==> src/rtl/regfile_sched_pkg.sv <==
// Shared definitions for the register-file write-port scheduler:
// ARM mode encodings, the mode legality check and the lock-state encoding.
package regfile_sched_pkg;

  localparam logic [4:0] MODE_USR = 5'b10000;
  localparam logic [4:0] MODE_FIQ = 5'b10001;
  localparam logic [4:0] MODE_IRQ = 5'b10010;
  localparam logic [4:0] MODE_SVC = 5'b10011;
  localparam logic [4:0] MODE_ABT = 5'b10111;
  localparam logic [4:0] MODE_UND = 5'b11011;
  localparam logic [4:0] MODE_SYS = 5'b11111;

  typedef enum logic {
    ST_OPEN   = 1'b0,
    ST_LOCKED = 1'b1
  } state_e;

  // True for the seven CPSR modes that select a real register bank.
  function automatic logic mode_legal(input logic [4:0] mode);
    logic ok;
    case (mode)
      MODE_USR, MODE_FIQ, MODE_IRQ, MODE_SVC,
      MODE_ABT, MODE_UND, MODE_SYS: ok = 1'b1;
      default:                      ok = 1'b0;
    endcase
    return ok;
  endfunction

endpackage

==> src/rtl/regfile_sched_starve.sv <==
// Two-requester arbiter: core has priority, debug is forced through once it
// has waited STARVE_MAX cycles. While locked, debug owns the port and the
// starvation counter holds its value.
module starve_arb #(
  parameter int STARVE_MAX = 4
) (
  input  logic clk,
  input  logic Rst,
  input  logic wb_valid,
  input  logic dbg_valid,
  input  logic locked,
  output logic wb_gnt,
  output logic dbg_gnt
);

  localparam int CW = (STARVE_MAX < 1) ? 1 : $clog2(STARVE_MAX + 1);
  localparam logic [CW-1:0] CNT_MAX = CW'(STARVE_MAX);

  logic [CW-1:0] starve_cnt_q, starve_cnt_d;
  logic          starved;

  assign starved = (starve_cnt_q == CNT_MAX);

  // Grant selection: lock gives debug exclusive ownership, otherwise core
  // wins unless debug has been starved long enough.
  always_comb begin
    wb_gnt  = 1'b0;
    dbg_gnt = 1'b0;
    if (locked) begin
      dbg_gnt = dbg_valid;
    end else begin
      dbg_gnt = dbg_valid & (~wb_valid | starved);
      wb_gnt  = wb_valid & ~(dbg_valid & starved);
    end
  end

  // Starvation count: grows while debug waits, saturates, clears on grant.
  always_comb begin
    starve_cnt_d = starve_cnt_q;
    if (!locked) begin
      if (dbg_gnt)
        starve_cnt_d = '0;
      else if (dbg_valid && !starved)
        starve_cnt_d = starve_cnt_q + 1'b1;
    end
  end

  // Counter register.
  always_ff @(posedge clk) begin
    if (Rst) starve_cnt_q <= '0;
    else     starve_cnt_q <= starve_cnt_d;
  end

endmodule

==> src/rtl/regfile_sched.sv <==
// Shares the register file's write and PC ports between core writeback and
// the debug loader; one issue stage, so a write strobes the cycle after accept.
// Requests are accepted back to back; a debug lock holds off the core.
module regfile_sched
  import regfile_sched_pkg::*;
#(
  parameter int STARVE_MAX = 4,
  parameter int PC_STEP    = 4
) (
  input  logic        clk,
  input  logic        Rst,
  input  logic [4:0]  core_mode,
  input  logic        wb_valid,
  input  logic        wb_pc,
  input  logic [3:0]  wb_addr,
  input  logic [31:0] wb_data,
  input  logic [4:0]  wb_mode,
  output logic        wb_ready,
  input  logic        dbg_valid,
  input  logic        dbg_pc,
  input  logic        dbg_lock,
  input  logic [3:0]  dbg_addr,
  input  logic [31:0] dbg_data,
  input  logic [4:0]  dbg_mode,
  output logic        dbg_ready,
  input  logic        pc_inc,
  input  logic [31:0] R_Data_PC,
  output logic [4:0]  M,
  output logic [3:0]  W_Addr,
  output logic [31:0] W_Data,
  output logic        Write_Reg,
  output logic        Write_PC,
  output logic [31:0] PC_New,
  output logic        mode_err,
  output logic [15:0] wr_count
);

  localparam logic [31:0] PC_STEP_W = 32'(PC_STEP);

  state_e state_q, state_d;
  logic   locked, wb_gnt, dbg_gnt;

  logic        iss_v_q, iss_v_d;
  logic        iss_pc_q, iss_pc_d;
  logic [3:0]  iss_addr_q, iss_addr_d;
  logic [31:0] iss_data_q, iss_data_d;
  logic [4:0]  iss_mode_q, iss_mode_d;
  logic        inc_q;
  logic [15:0] wr_count_q;
  logic        mode_ok, pc_wr_exp;

  starve_arb #(.STARVE_MAX(STARVE_MAX)) u_arb (
    .clk      (clk),
    .Rst      (Rst),
    .wb_valid (wb_valid),
    .dbg_valid(dbg_valid),
    .locked   (locked),
    .wb_gnt   (wb_gnt),
    .dbg_gnt  (dbg_gnt)
  );

  // Lock state register.
  always_ff @(posedge clk) begin
    if (Rst) state_q <= ST_OPEN;
    else     state_q <= state_d;
  end

  // Lock transitions are driven only by accepted debug beats.
  always_comb begin
    state_d = state_q;
    case (state_q)
      ST_OPEN:   if (dbg_gnt && dbg_lock)  state_d = ST_LOCKED;
      ST_LOCKED: if (dbg_gnt && !dbg_lock) state_d = ST_OPEN;
      default:   state_d = ST_OPEN;
    endcase
  end

  // Handshake outputs follow the arbiter grants.
  always_comb begin
    locked    = (state_q == ST_LOCKED);
    wb_ready  = wb_gnt;
    dbg_ready = dbg_gnt;
  end

  // Load the issue stage from whichever requester was granted.
  always_comb begin
    iss_v_d    = wb_gnt | dbg_gnt;
    iss_pc_d   = iss_pc_q;
    iss_addr_d = iss_addr_q;
    iss_data_d = iss_data_q;
    iss_mode_d = iss_mode_q;
    if (dbg_gnt) begin
      iss_pc_d   = dbg_pc;
      iss_addr_d = dbg_addr;
      iss_data_d = dbg_data;
      iss_mode_d = dbg_mode;
    end else if (wb_gnt) begin
      iss_pc_d   = wb_pc;
      iss_addr_d = wb_addr;
      iss_data_d = wb_data;
      iss_mode_d = wb_mode;
    end
  end

  // Issue registers, PC-step request and write counter.
  always_ff @(posedge clk) begin
    if (Rst) begin
      iss_v_q    <= 1'b0;
      iss_pc_q   <= 1'b0;
      iss_addr_q <= '0;
      iss_data_q <= '0;
      iss_mode_q <= '0;
      inc_q      <= 1'b0;
      wr_count_q <= '0;
    end else begin
      iss_v_q    <= iss_v_d;
      iss_pc_q   <= iss_pc_d;
      iss_addr_q <= iss_addr_d;
      iss_data_q <= iss_data_d;
      iss_mode_q <= iss_mode_d;
      inc_q      <= pc_inc;
      if (Write_Reg || Write_PC) wr_count_q <= wr_count_q + 16'd1;
    end
  end

  // Write strobes and data; strobes are masked during reset so a pending
  // issue never reaches the register file.
  always_comb begin
    mode_ok   = mode_legal(iss_mode_q);
    pc_wr_exp = iss_v_q & iss_pc_q & mode_ok;
    Write_Reg = iss_v_q & ~iss_pc_q & mode_ok & ~Rst;
    Write_PC  = (pc_wr_exp | inc_q) & ~Rst;
    mode_err  = iss_v_q & ~mode_ok & ~Rst;
    PC_New    = (inc_q && !pc_wr_exp) ? (R_Data_PC + PC_STEP_W) : iss_data_q;
    M         = iss_v_q ? iss_mode_q : core_mode;
    W_Addr    = iss_addr_q;
    W_Data    = iss_data_q;
    wr_count  = wr_count_q;
  end

endmodule

==> config.mk <==
export PLATFORM = sky130hd
export DESIGN_NAME = regfile_sched
export DESIGN_NICKNAME = d
export VERILOG_FILES = /design/src/rtl/regfile_sched_pkg.sv /design/src/rtl/regfile_sched_starve.sv /design/src/rtl/regfile_sched.sv
export SDC_FILE = /design/constraint.sdc
export NUM_CORES = 1
export LEC_CHECK = 0
export CORE_MARGIN = 2
export CORE_UTILIZATION = 39
export DETAILED_ROUTE_END_ITERATION = 12
export PLACE_DENSITY = 0.81
export SYNTH_ARGS = -nofsm -noshare
export SYNTH_HDL_FRONTEND = slang
export SYNTH_HIERARCHICAL = 1
export SYNTH_SLANG_ARGS = --single-unit
==> constraint.sdc <==
create_clock -name clk -period 2.8 [get_ports clk]
set_input_delay 0.56 -clock clk [delete_from_list [all_inputs] [get_ports clk]]
set_output_delay 0.56 -clock clk [all_outputs]
set_load 0.01 [all_outputs]
==> results.yml, run 1 <==
status:
  outcome: "complete, but fails checks"
  violations: "negative setup slack"
placement:
  dp.cells: 915
  port_buffers: 220
  place.gp.congestion: 0.8571
  post_dp_cell_area_um2: 6694
  dp_hpwl_mm: 11.19
timing:
  clock_skew_ps: 11.06
  rsz0062_at_grt: "true"
  drv_slew: 0
  setup_viol: 2
  worst_slack_ps: -38.85
  hold_viol_final: 0
  worst_pin_slew_ps: 825.8
  fin_tns_setup_ps: -62.85
  fin_crit_sh_pct: 101.4
  fin_crit_ps: 2839
  max-slew-margin-rel_pct: 44.94
  max_freq_mhz: 352.3
min_path:
  holdCritPathClass: "flip-flop to flip-flop"
critical_path:
  crit_path_end_kind: "primary output"
  timing.critical_path.buf_inv: 4
  cpMostUsedCell: "buf_6"
  crit_required_ps: 2240
  critPathTopFamily: "simple AND/OR/NAND/NOR gates"
  worstPathCellList: "buf_8 -> buf_6 -> nand4_1 -> or4_4 -> buf_6 -> or4_1 -> a31oi_1 -> buf_2"
  cp.arrival_ps: 2280
  cp_max_fo: 6
  critPathLaunchType: "input port"
  critical-path-max-stage-delay_ps: 500
  critPathSlowestCell: "or4_1"
  critPathKind: "input port to primary output"
cts:
  tritoncts: "built"
  cts_num_sinks: 64
  ctsRootBufferMaster: "clkbuf_8"
  holdBufCountCts: 0
  cts_max_level: 3
  cts_max_path_buffers: 2
  cts_made_buffers: 9
  clkTransAtPathRegs_ps: 80
  clk_latency_ps: 340
synth:
  synth_top_area_share_pct: 31.96
  synthCells: 543
  netlist_top_cells_area: "dfxtp_1 (32%), mux2i_1 (11%), nor2_1 (10%)"
  ys_ff_latch: 64
  avgSynthCellArea_um2: 7.383
  yosysSeqAreaShare_pct: 31.96
  synthArstFlopShare_pct: 0
  synth_top_cell_by_area: "dfxtp_1"
  yosysWarnings: 6
  yosysUniqueCellTypes: 45
  ys.flop_type: "dfxtp_1"
  synth_area_um2: 4009
  synth-edff-count: 0
  synth_nets: 674
pwr:
  power.total_w: 0.002892
  pwr-share-seq_pct: 35.1
  power_density_nw_per_um2: 402.4
  pwr-share-comb_pct: 29.7
  p_int_w: 0.002045
  p_leak_nw: 2.947
  ir_drop_v: 0.0002523
  p_sw_w: 0.0008468
  switching_share_pct: 29.28
  pwr-share-clk_pct: 35.2
finish:
  fin_cells: 948
  area_delta_synth_final_pct: 79.24
  drive_above_1_share_pct: 19.58
  finalNetCount: 938
  design_area_um2: 7186
  num_antenna_cells: 0
floorplan:
  fp-row-count: 37
  initial_core_util_pct: 39.54
  core_area_um2: 10140
  dieHeight_um: 105.4
  ios: 221
  chipWidth_um: 105.4
  die_area_um2: 11110
drt:
  dr.pass1.iters: 5
  viasPerCell: 5.428
  routed_wl_mm: 15.76
  antenna_left: 0
  routedWlPerCell_um: 16.63
  drc: 0
  dr_total_vias: 5146
  drt-initial-drc-count: 250
grt:
  grt_use_total_pct: 26.84
  antenna_found_initial: 0
  overflow: 0
  first_global_vias: 5006
  grt_first_pass_wirelength_mm: 24.12
  grt_max_degree: 87
run:
  maxCapViolations: 0
==> layout make-up <==
type / instances / area [um2]
clock inverter: 7 / 127.6
fill: 791 / 2953
timing repair buffer: 288 / 2696
clock buffer: 9 / 123.9
inverter: 13 / 48.80
tap: 136 / 170.2
sequential: 64 / 1285
multi-input combinational: 431 / 2734
==> cell usage after synthesis (2+ instances only) <==
| library cell | number |
|---|---|
| nand3_1 | 20 |
| o21ai_0 | 26 |
| or4_1 | 17 |
| inv_1 | 13 |
| nor2b_1 | 4 |
| ha_1 | 4 |
| nand2b_1 | 2 |
| o311ai_0 | 3 |
| nand4b_1 | 2 |
| mux2_2 | 8 |
| and4_1 | 3 |
| dfxtp_1 | 64 |
| o31a_1 | 2 |
| buf_1 | 6 |
| xnor2_1 | 5 |
| nand2_1 | 43 |
| and3_1 | 6 |
| o41ai_1 | 2 |
| nor3_1 | 3 |
| mux2i_1 | 43 |
| nor4_1 | 4 |
| nand4_1 | 8 |
| and2b_1 | 2 |
| nor2_1 | 108 |
| clkbuf_1 | 28 |
| a21oi_1 | 53 |
| a31oi_1 | 16 |
| or3_1 | 13 |
| o211ai_1 | 3 |
| o31ai_1 | 11 |
| xor2_1 | 7 |
==> routing by layer <==
| layer | GRT usage (%) | share of wire [%] |
|---|---|---|
| met4 | 8.571 | 2.0 |
| met5 | 0 | 0 |
| met3 | 7.607 | 8.2 |
| met2 | 48.62 | 52 |
| met1 | 30.13 | 38 |
==> power groups by stage <==
stage / clock (W) / combinational [W] / sequential [W]
floorplan: 0 / 0.000317 / 0.00104
CTS: 0.00104 / 0.000835 / 0.00101
detailed placement: 0 / 0.000844 / 0.00103
finish: 0.00102 / 0.000858 / 0.00102
global placement: 0 / 0.000828 / 0.00103
global route: 0.00109 / 0.000923 / 0.00102
==> tightest hold or removal path, stage by stage, from the launching register on <==
cell,delay (ps)
dfxtp_1,330
nand2_1,60
a21oi_1,50
==> cells in the final DEF, fill, tap and decap left out, drive strengths merged, types with 5 or more instances in the layout <==
| cell | Yosys | layout |
|---|---|---|
| nand2 | 43 | 43 |
| inv | 13 | 15 |
| nor2 | 108 | 108 |
| buf | 8 | 103 |
| xor2 | 7 | 7 |
| or4 | 18 | 19 |
| dlygate4sd2 | 0 | 12 |
| nand3 | 21 | 21 |
| nand4 | 8 | 8 |
| dlymetal6s2s | 0 | 5 |
| o31ai | 11 | 11 |
| a21oi | 53 | 53 |
| mux2 | 8 | 8 |
| mux2i | 43 | 43 |
| and3 | 6 | 6 |
| clkdlybuf4s50 | 0 | 167 |
| xnor2 | 5 | 5 |
| a31oi | 16 | 16 |
| clkbuf | 28 | 10 |
| o21ai | 27 | 27 |
| dfxtp | 64 | 64 |
| or3 | 13 | 13 |
==> stage by stage <==
stage / setup WS, ps / util, % / hold WS (ps)
finish: -38.85 / 70.88 / 486.3
detailed placement: -1008 / 66.02 / 472.7
global route: -93.64 / 70.88 / 511.9
floorplan: 25.32 / - / 447.0
CTS: -18.13 / 69.70 / 483.7
global placement: -965.0 / 66.02 / 461.6
==> registers in the layout (all words and copies together), names as in the netlist, named ones only <==
signal / count
inc_q: 1
u_arb/starve_cnt_q: 3
iss_v_q: 1
wr_count: 16
iss_mode_q: 5
iss_pc_q: 1
W_Addr: 4
W_Data: 32
==> timing repair <==
item | CTS | global route
pin swaps | 23 | 14
endpoints found under the hold margin | 0 | 0
buffers inserted | 12 | 6
resized for setup | 184 | 40
cloned | 1 | 0
endpoints found under the setup margin | 29 | 20
==> path summary, 6_finish.rpt <==
kind / start / to / slack (ps) / cells after the start
setup reg to reg: u_arb/starve_cnt_q[0]$_SDFFE_PP0P_ / W_Data[23]$_SDFFE_PP0P_ / 540 / 8
setup / recovery: R_Data_PC[3] / PC_New[21] / -40 / 8
hold / removal: u_arb/starve_cnt_q[1]$_SDFFE_PP0P_ / u_arb/starve_cnt_q[1]$_SDFFE_PP0P_ / 490 / 2
hold reg to reg: u_arb/starve_cnt_q[1]$_SDFFE_PP0P_ / u_arb/starve_cnt_q[1]$_SDFFE_PP0P_ / 490 / 2
==> kinds of logic after synthesis <==
| family | Yosys count | share of synthesized area [%] |
|---|---|---|
| xor gates and xnor gates | 12 | 2.622 |
| DFF | 64 | 31.96 |
| muxes | 51 | 12.98 |
| adders and majority gates | 4 | 1.248 |
| buffers and inverters | 49 | 4.806 |
| AOI/OAI and AO/OA | 122 | 17.63 |
| and+or+nand+nor | 241 | 28.75 |
No activity file was read; power rests on OpenSTA's default activity.
==> inputs of run 2 (changes only) <==
CELL_PAD_IN_SITES_DETAIL_PLACEMENT = 2   (was not set)
CELL_PAD_IN_SITES_GLOBAL_PLACEMENT = 2   (was not set)
CORE_UTILIZATION = 20   (was 39)
PLACE_DENSITY = not set   (was 0.81)
PLACE_DENSITY_LB_ADDON = 0.1   (was not set)
==> results.yml, run 2 (synthesized netlist as in run 1, its figures left out) <==
finish:
  largest_reg_flops: 32
  fin_cells: 1080
  area_delta_synth_final_pct: 87.08
  design_area_um2: 7500
  drive_above_1_share_pct: 20.49
  final_cell_mix: "clkdlybuf4s50_1 (166), nor2_1 (108), dfxtp_1 (63), buf_4 (63), a21oi_1 (53)"
  layout_commonest_cell: "clkdlybuf4s50_1"
  finalNetCount: 941
  num_antenna_cells: 0
drt:
  routedWlPerCell_um: 18.76
  routed_wl_mm: 20.26
  viasPerCell: 4.740
  drc: 0
  dr_total_vias: 5119
  drt-initial-drc-count: 78
  dr.pass1.iters: 4
  antenna_left: 0
status:
  violations: "negative setup slack"
  outcome: "complete, but fails checks"
placement:
  port_buffers: 220
  post_dp_cell_area_um2: 6908
  dp_hpwl_mm: 15.33
  dp.cells: 1050
  place.gp.congestion: 0.8477
critical_path:
  crit_path_end_kind: "primary output"
  critical-path-max-stage-delay_ps: 570
  cp_max_fo: 5
  critPathTopFamily: "simple AND/OR/NAND/NOR gates"
  worstPathCellList: "buf_8 -> nand3_4 -> buf_6 -> or4_4 -> or4_1 -> a31oi_1 -> buf_2"
  critPathLaunchType: "input port"
  crit_required_ps: 2240
  critPathKind: "input port to primary output"
  timing.critical_path.buf_inv: 3
  cp.arrival_ps: 2270
  critPathSlowestCell: "or4_4"
timing:
  worst_pin_slew_ps: 425.8
  rsz0062_at_grt: "true"
  fin_crit_ps: 2829
  worst_slack_ps: -28.80
  drv_slew: 0
  fin_crit_sh_pct: 101.0
  worst_hold_slack_ps: 482.7
  max-slew-margin-rel_pct: 71.55
  setup_viol: 3
  max_freq_mhz: 353.5
  hold_viol_final: 0
  clock_skew_ps: 9.886
cts:
  ctsRootBufferMaster: "clkbuf_16"
  cts_max_level: 3
  cts_num_sinks: 64
  tritoncts: "built"
  cts_made_buffers: 9
  cts_max_path_buffers: 2
  clk_latency_ps: 340
  holdBufCountCts: 0
  clkTransAtPathRegs_ps: 60
floorplan:
  die_area_um2: 21190
  initial_core_util_pct: 20.46
  dieHeight_um: 145.6
  chipWidth_um: 145.6
  core_area_um2: 19590
  fp-row-count: 51
  ios: 221
run:
  maxCapViolations: 0
pwr:
  p_leak_nw: 3.040
  p_int_w: 0.002169
  pwr-share-seq_pct: 32.9
  ir_drop_v: 0.0002645
  pwr-share-clk_pct: 38.0
  power.total_w: 0.003090
  p_sw_w: 0.0009202
  pwr-share-comb_pct: 29.1
  power_density_nw_per_um2: 412.0
  switching_share_pct: 29.78
grt:
  grt_first_pass_wirelength_mm: 31.84
  first_global_vias: 5720
  overflow: 0
  antenna_found_initial: 0
  grt_use_total_pct: 18.92
  grt_max_degree: 87
min_path:
  holdCritPathClass: "flip-flop to flip-flop"
## run 2: changes by cell type in the layout (fill, tap and decap cells not counted), sizes merged, moves of 2 or more
| cell | delta |
|---|---|
| clkinvlp | +2 |
| buf | +4 |
| bufinv | -2 |
| dlygate4sd2 | -4 |
| clkbuf | +2 |
| dlymetal6s2s | +3 |
## run 2: path summary, 6_finish.rpt
kind / start / end / cells after the start / slack [ps]
setup / recovery: R_Data_PC[7] / PC_New[21] / 7 / -30
hold / removal: u_arb/starve_cnt_q[1]$_SDFFE_PP0P_ / u_arb/starve_cnt_q[1]$_SDFFE_PP0P_ / 2 / 480
setup reg to reg: iss_mode_q[3]$_SDFFE_PP0P_ / wr_count[15]$_SDFFE_PP0P_ / 7 / 810
hold reg to reg: u_arb/starve_cnt_q[1]$_SDFFE_PP0P_ / u_arb/starve_cnt_q[1]$_SDFFE_PP0P_ / 2 / 480
## run 2: power groups by stage
stage	combinational [W]	clock [W]	sequential, W
2_1_floorplan	0.000317	0	0.00104
3_3_place_gp	0.000867	0	0.00103
3_5_place_dp	0.000893	0	0.00103
4_1_cts	0.000889	0.00122	0.00102
5_1_grt	0.000985	0.00125	0.00103
6_report	0.000899	0.00117	0.00102
## run 2: through the flow
stage / utilization (%) / setup WS (ps) / TNS, ps
finish: 38.28 / -28.80 / -41.45
global route: 38.28 / -90.62 / -259.7
CTS: 37.34 / -87.02 / -210.3
detailed placement: 35.26 / -1014 / -18160
global placement: 35.26 / -923.9 / -16720
floorplan: - / 25.32 / 0
## run 2: cell type report
cell class                 instances  area (um2)
fill                            2238       12090
multi-input combinational        430        2789
timing repair buffer             292        2741
sequential                        64        1282
tap                              265       331.6
clock buffer                      10       239.0
clock inverter                     6       67.56
inverter                          13       48.80
## run 2: per-layer routing
metal / track usage, % / part of all wire (%) / up-vias / routed length, um
met3: 5.486 / 5.9 / 17 / 1201
met1: 21.65 / 41 / 2498 / 8238
met2: 34.45 / 52 / 125 / 10500
met4: 4.853 / 1.6 / 0 / 323
met5: 0 / 0 / - / 0
li1: - / - / 2479 / -
## run 2: tightest hold or removal path: cells and delay by family (launching register included)
family	cells	cell delay, ps
AOI/OAI and AO/OA	1	50
DFF	1	320
and+or+nand+nor	1	60
## run 2: what timing repair did
action                                  4_1_cts  5_1_grt
resized for setup                           196       41
endpoints found under the setup margin       30       30
setup buffers                                13        1
pin swaps                                    30       23
cloned                                        0        1
==> inputs of run 3 (changes only) <==
CORE_MARGIN = not set   (was 2)
CORE_UTILIZATION = 18   (was 20)
clock period = 2.28 ns   (was 2.8 ns; I/O delays follow)
==> results.yml, run 3 (synthesized netlist as in run 1, its figures left out) <==
status:
  outcome: "complete, but fails checks"
  violations: "negative setup slack"
timing:
  setup_viol: 17
  fin_crit_ps: 2618
  max_freq_mhz: 382.0
  fin_crit_sh_pct: 114.8
  clock_skew_ps: 10.16
  max-slew-margin-rel_pct: 70.73
  hold_viol_final: 0
  drv_slew: 0
  worst_pin_slew_ps: 435.0
  rsz0062_at_grt: "true"
  worst_slack_ps: -338.1
cts:
  clk_latency_ps: 330
  cts_num_sinks: 64
  holdBufCountCts: 0
  cts_max_path_buffers: 2
  clkTransAtPathRegs_ps: 60
  cts_max_level: 3
  ctsRootBufferMaster: "clkbuf_16"
  tritoncts: "built"
  cts_made_buffers: 9
critical_path:
  worstSetupStartpoint: "R_Data_PC[9]"
  cp.arrival_ps: 2160
  crit_required_ps: 1820
  cp_max_fo: 5
  critPathSlowestCell: "or4_4"
  critical_path.endpoint: "PC_New[17]"
  timing.rr.start: "iss_mode_q[1]$_SDFFE_PP0P_"
  r2r_cells: 7
  reg2reg_slack_ps: 240
  worstPathCellList: "buf_2 -> nand3_4 -> or4_4 -> buf_12 -> or3_4 -> a31oi_4 -> buf_2"
  critPathKind: "input port to primary output"
  critPathLaunchType: "input port"
  critical-path-max-stage-delay_ps: 590
  crit_path_end_kind: "primary output"
  cpMostUsedCell: "buf_2"
  worstReg2RegEnd: "wr_count[14]$_SDFFE_PP0P_"
run:
  maxCapViolations: 0
finish:
  fin_cells: 1131
  fin_util_pct: 36.73
  drive_above_1_share_pct: 27.92
  fillers: 2426
  largest_reg_flops: 32
  layout_commonest_cell: "clkdlybuf4s50_1"
  final_cell_mix: "clkdlybuf4s50_1 (153), nor2_1 (107), buf_4 (87)"
  finalNetCount: 975
  area_delta_synth_final_pct: 99.94
pwr:
  p_leak_nw: 3.221
  pwr-share-comb_pct: 31.3
  pwr-share-seq_pct: 32.5
  power.total_w: 0.003841
  pwr-share-clk_pct: 36.1
  ir_drop_v: 0.0002891
  p_sw_w: 0.001149
  power_density_nw_per_um2: 479.2
  switching_share_pct: 29.92
  p_int_w: 0.002692
drt:
  dr.pass1.iters: 4
  antenna_left: 0
  drc: 0
  routed_wl_mm: 21.25
  drt-initial-drc-count: 82
  routedWlPerCell_um: 18.79
  dr_total_vias: 5274
  viasPerCell: 4.663
placement:
  place.gp.congestion: 0.7869
  port_buffers: 220
  dp_hpwl_mm: 16.09
  dp.cells: 1091
floorplan:
  die_area_um2: 22870
  ios: 221
  dieHeight_um: 151.2
  core_area_um2: 21820
  fp-row-count: 54
  initial_core_util_pct: 18.37
  chipWidth_um: 151.2
min_path:
  holdCritPathClass: "flip-flop to flip-flop"
grt:
  grt_first_pass_wirelength_mm: 31.74
  antenna_found_initial: 4
  first_global_vias: 5809
  grt_use_total_pct: 18.43
  grt_max_degree: 65
  overflow: 0
==> run 3: cell type report <==
type                            count  area (um2)  share of cell area, %
Tap cell                          280       350.3                  4.371
Clock inverter                      4       55.05                 0.6869
Clock buffer                       12       236.5                  2.950
Timing Repair Buffer              325        3008                  37.53
Antenna cell                        2       5.005                0.06244
Inverter                           13       48.80                 0.6088
Sequential cell                    64        1290                  16.09
Multi-Input combinational cell    431        3022                  37.70
==> run 3: per-stage QoR <==
stage               setup TNS [ps]  hold WS, ps  setup slack (ps)  area, um2
global route                 -4814        506.9            -365.9       8015
global placement            -26800        467.0             -1196       7236
floorplan                   -382.0        447.0            -101.7       4139
finish                       -4025        480.6            -338.1       8015
detailed placement          -30800        475.4             -1247       7236
CTS                          -3929        484.4            -355.0       7841
==> run 3: how the worst min path moves through the flow <==
stage / start / end / cells after the start / slack, ps
global route: u_arb/starve_cnt_q[0]$_SDFFE_PP0P_ / u_arb/starve_cnt_q[0]$_SDFFE_PP0P_ / 2 / 510
global placement: u_arb/starve_cnt_q[0]$_SDFFE_PP0P_ / u_arb/starve_cnt_q[0]$_SDFFE_PP0P_ / 2 / 470
detailed placement: u_arb/starve_cnt_q[1]$_SDFFE_PP0P_ / u_arb/starve_cnt_q[1]$_SDFFE_PP0P_ / 2 / 480
CTS: u_arb/starve_cnt_q[0]$_SDFFE_PP0P_ / u_arb/starve_cnt_q[0]$_SDFFE_PP0P_ / 2 / 480
finish: u_arb/starve_cnt_q[1]$_SDFFE_PP0P_ / u_arb/starve_cnt_q[1]$_SDFFE_PP0P_ / 2 / 480
floorplan: u_arb/starve_cnt_q[1]$_SDFFE_PP0P_ / u_arb/starve_cnt_q[1]$_SDFFE_PP0P_ / 2 / 450
==> run 3: metal layers <==
metal	global-route usage (%)	up-vias	wire length (um)	share of wire (%)
met4	5.650	4	267	1.3
met5	0	-	22	0.10
met2	32.67	139	10860	51
met1	20.39	2559	8468	40
met3	6.566	20	1632	7.7
li1	-	2552	-	-
==> run 3: repair_timing <==
item	4_1_cts	5_1_grt
gates resized for setup	289	43
setup endpoints to repair	36	27
pin swaps	41	24
buffers inserted	16	6
cloned	4	0
==> run 3: power by group through the flow <==
stage                     Combinational, W  Sequential [W]  Clock [W]
after floorplan                   0.000408         0.00127          0
after global placement             0.00114         0.00127          0
after detailed placement           0.00117         0.00127          0
after CTS                          0.00119         0.00125    0.00146
after global routing               0.00131         0.00126    0.00150
final                              0.00120         0.00125    0.00139
==> run 3: worst max-delay path: cells and delay by family <==
family,cells,cell delay [ps]
simple gates,3,1070
buf+inv,3,430
compound gates,1,210
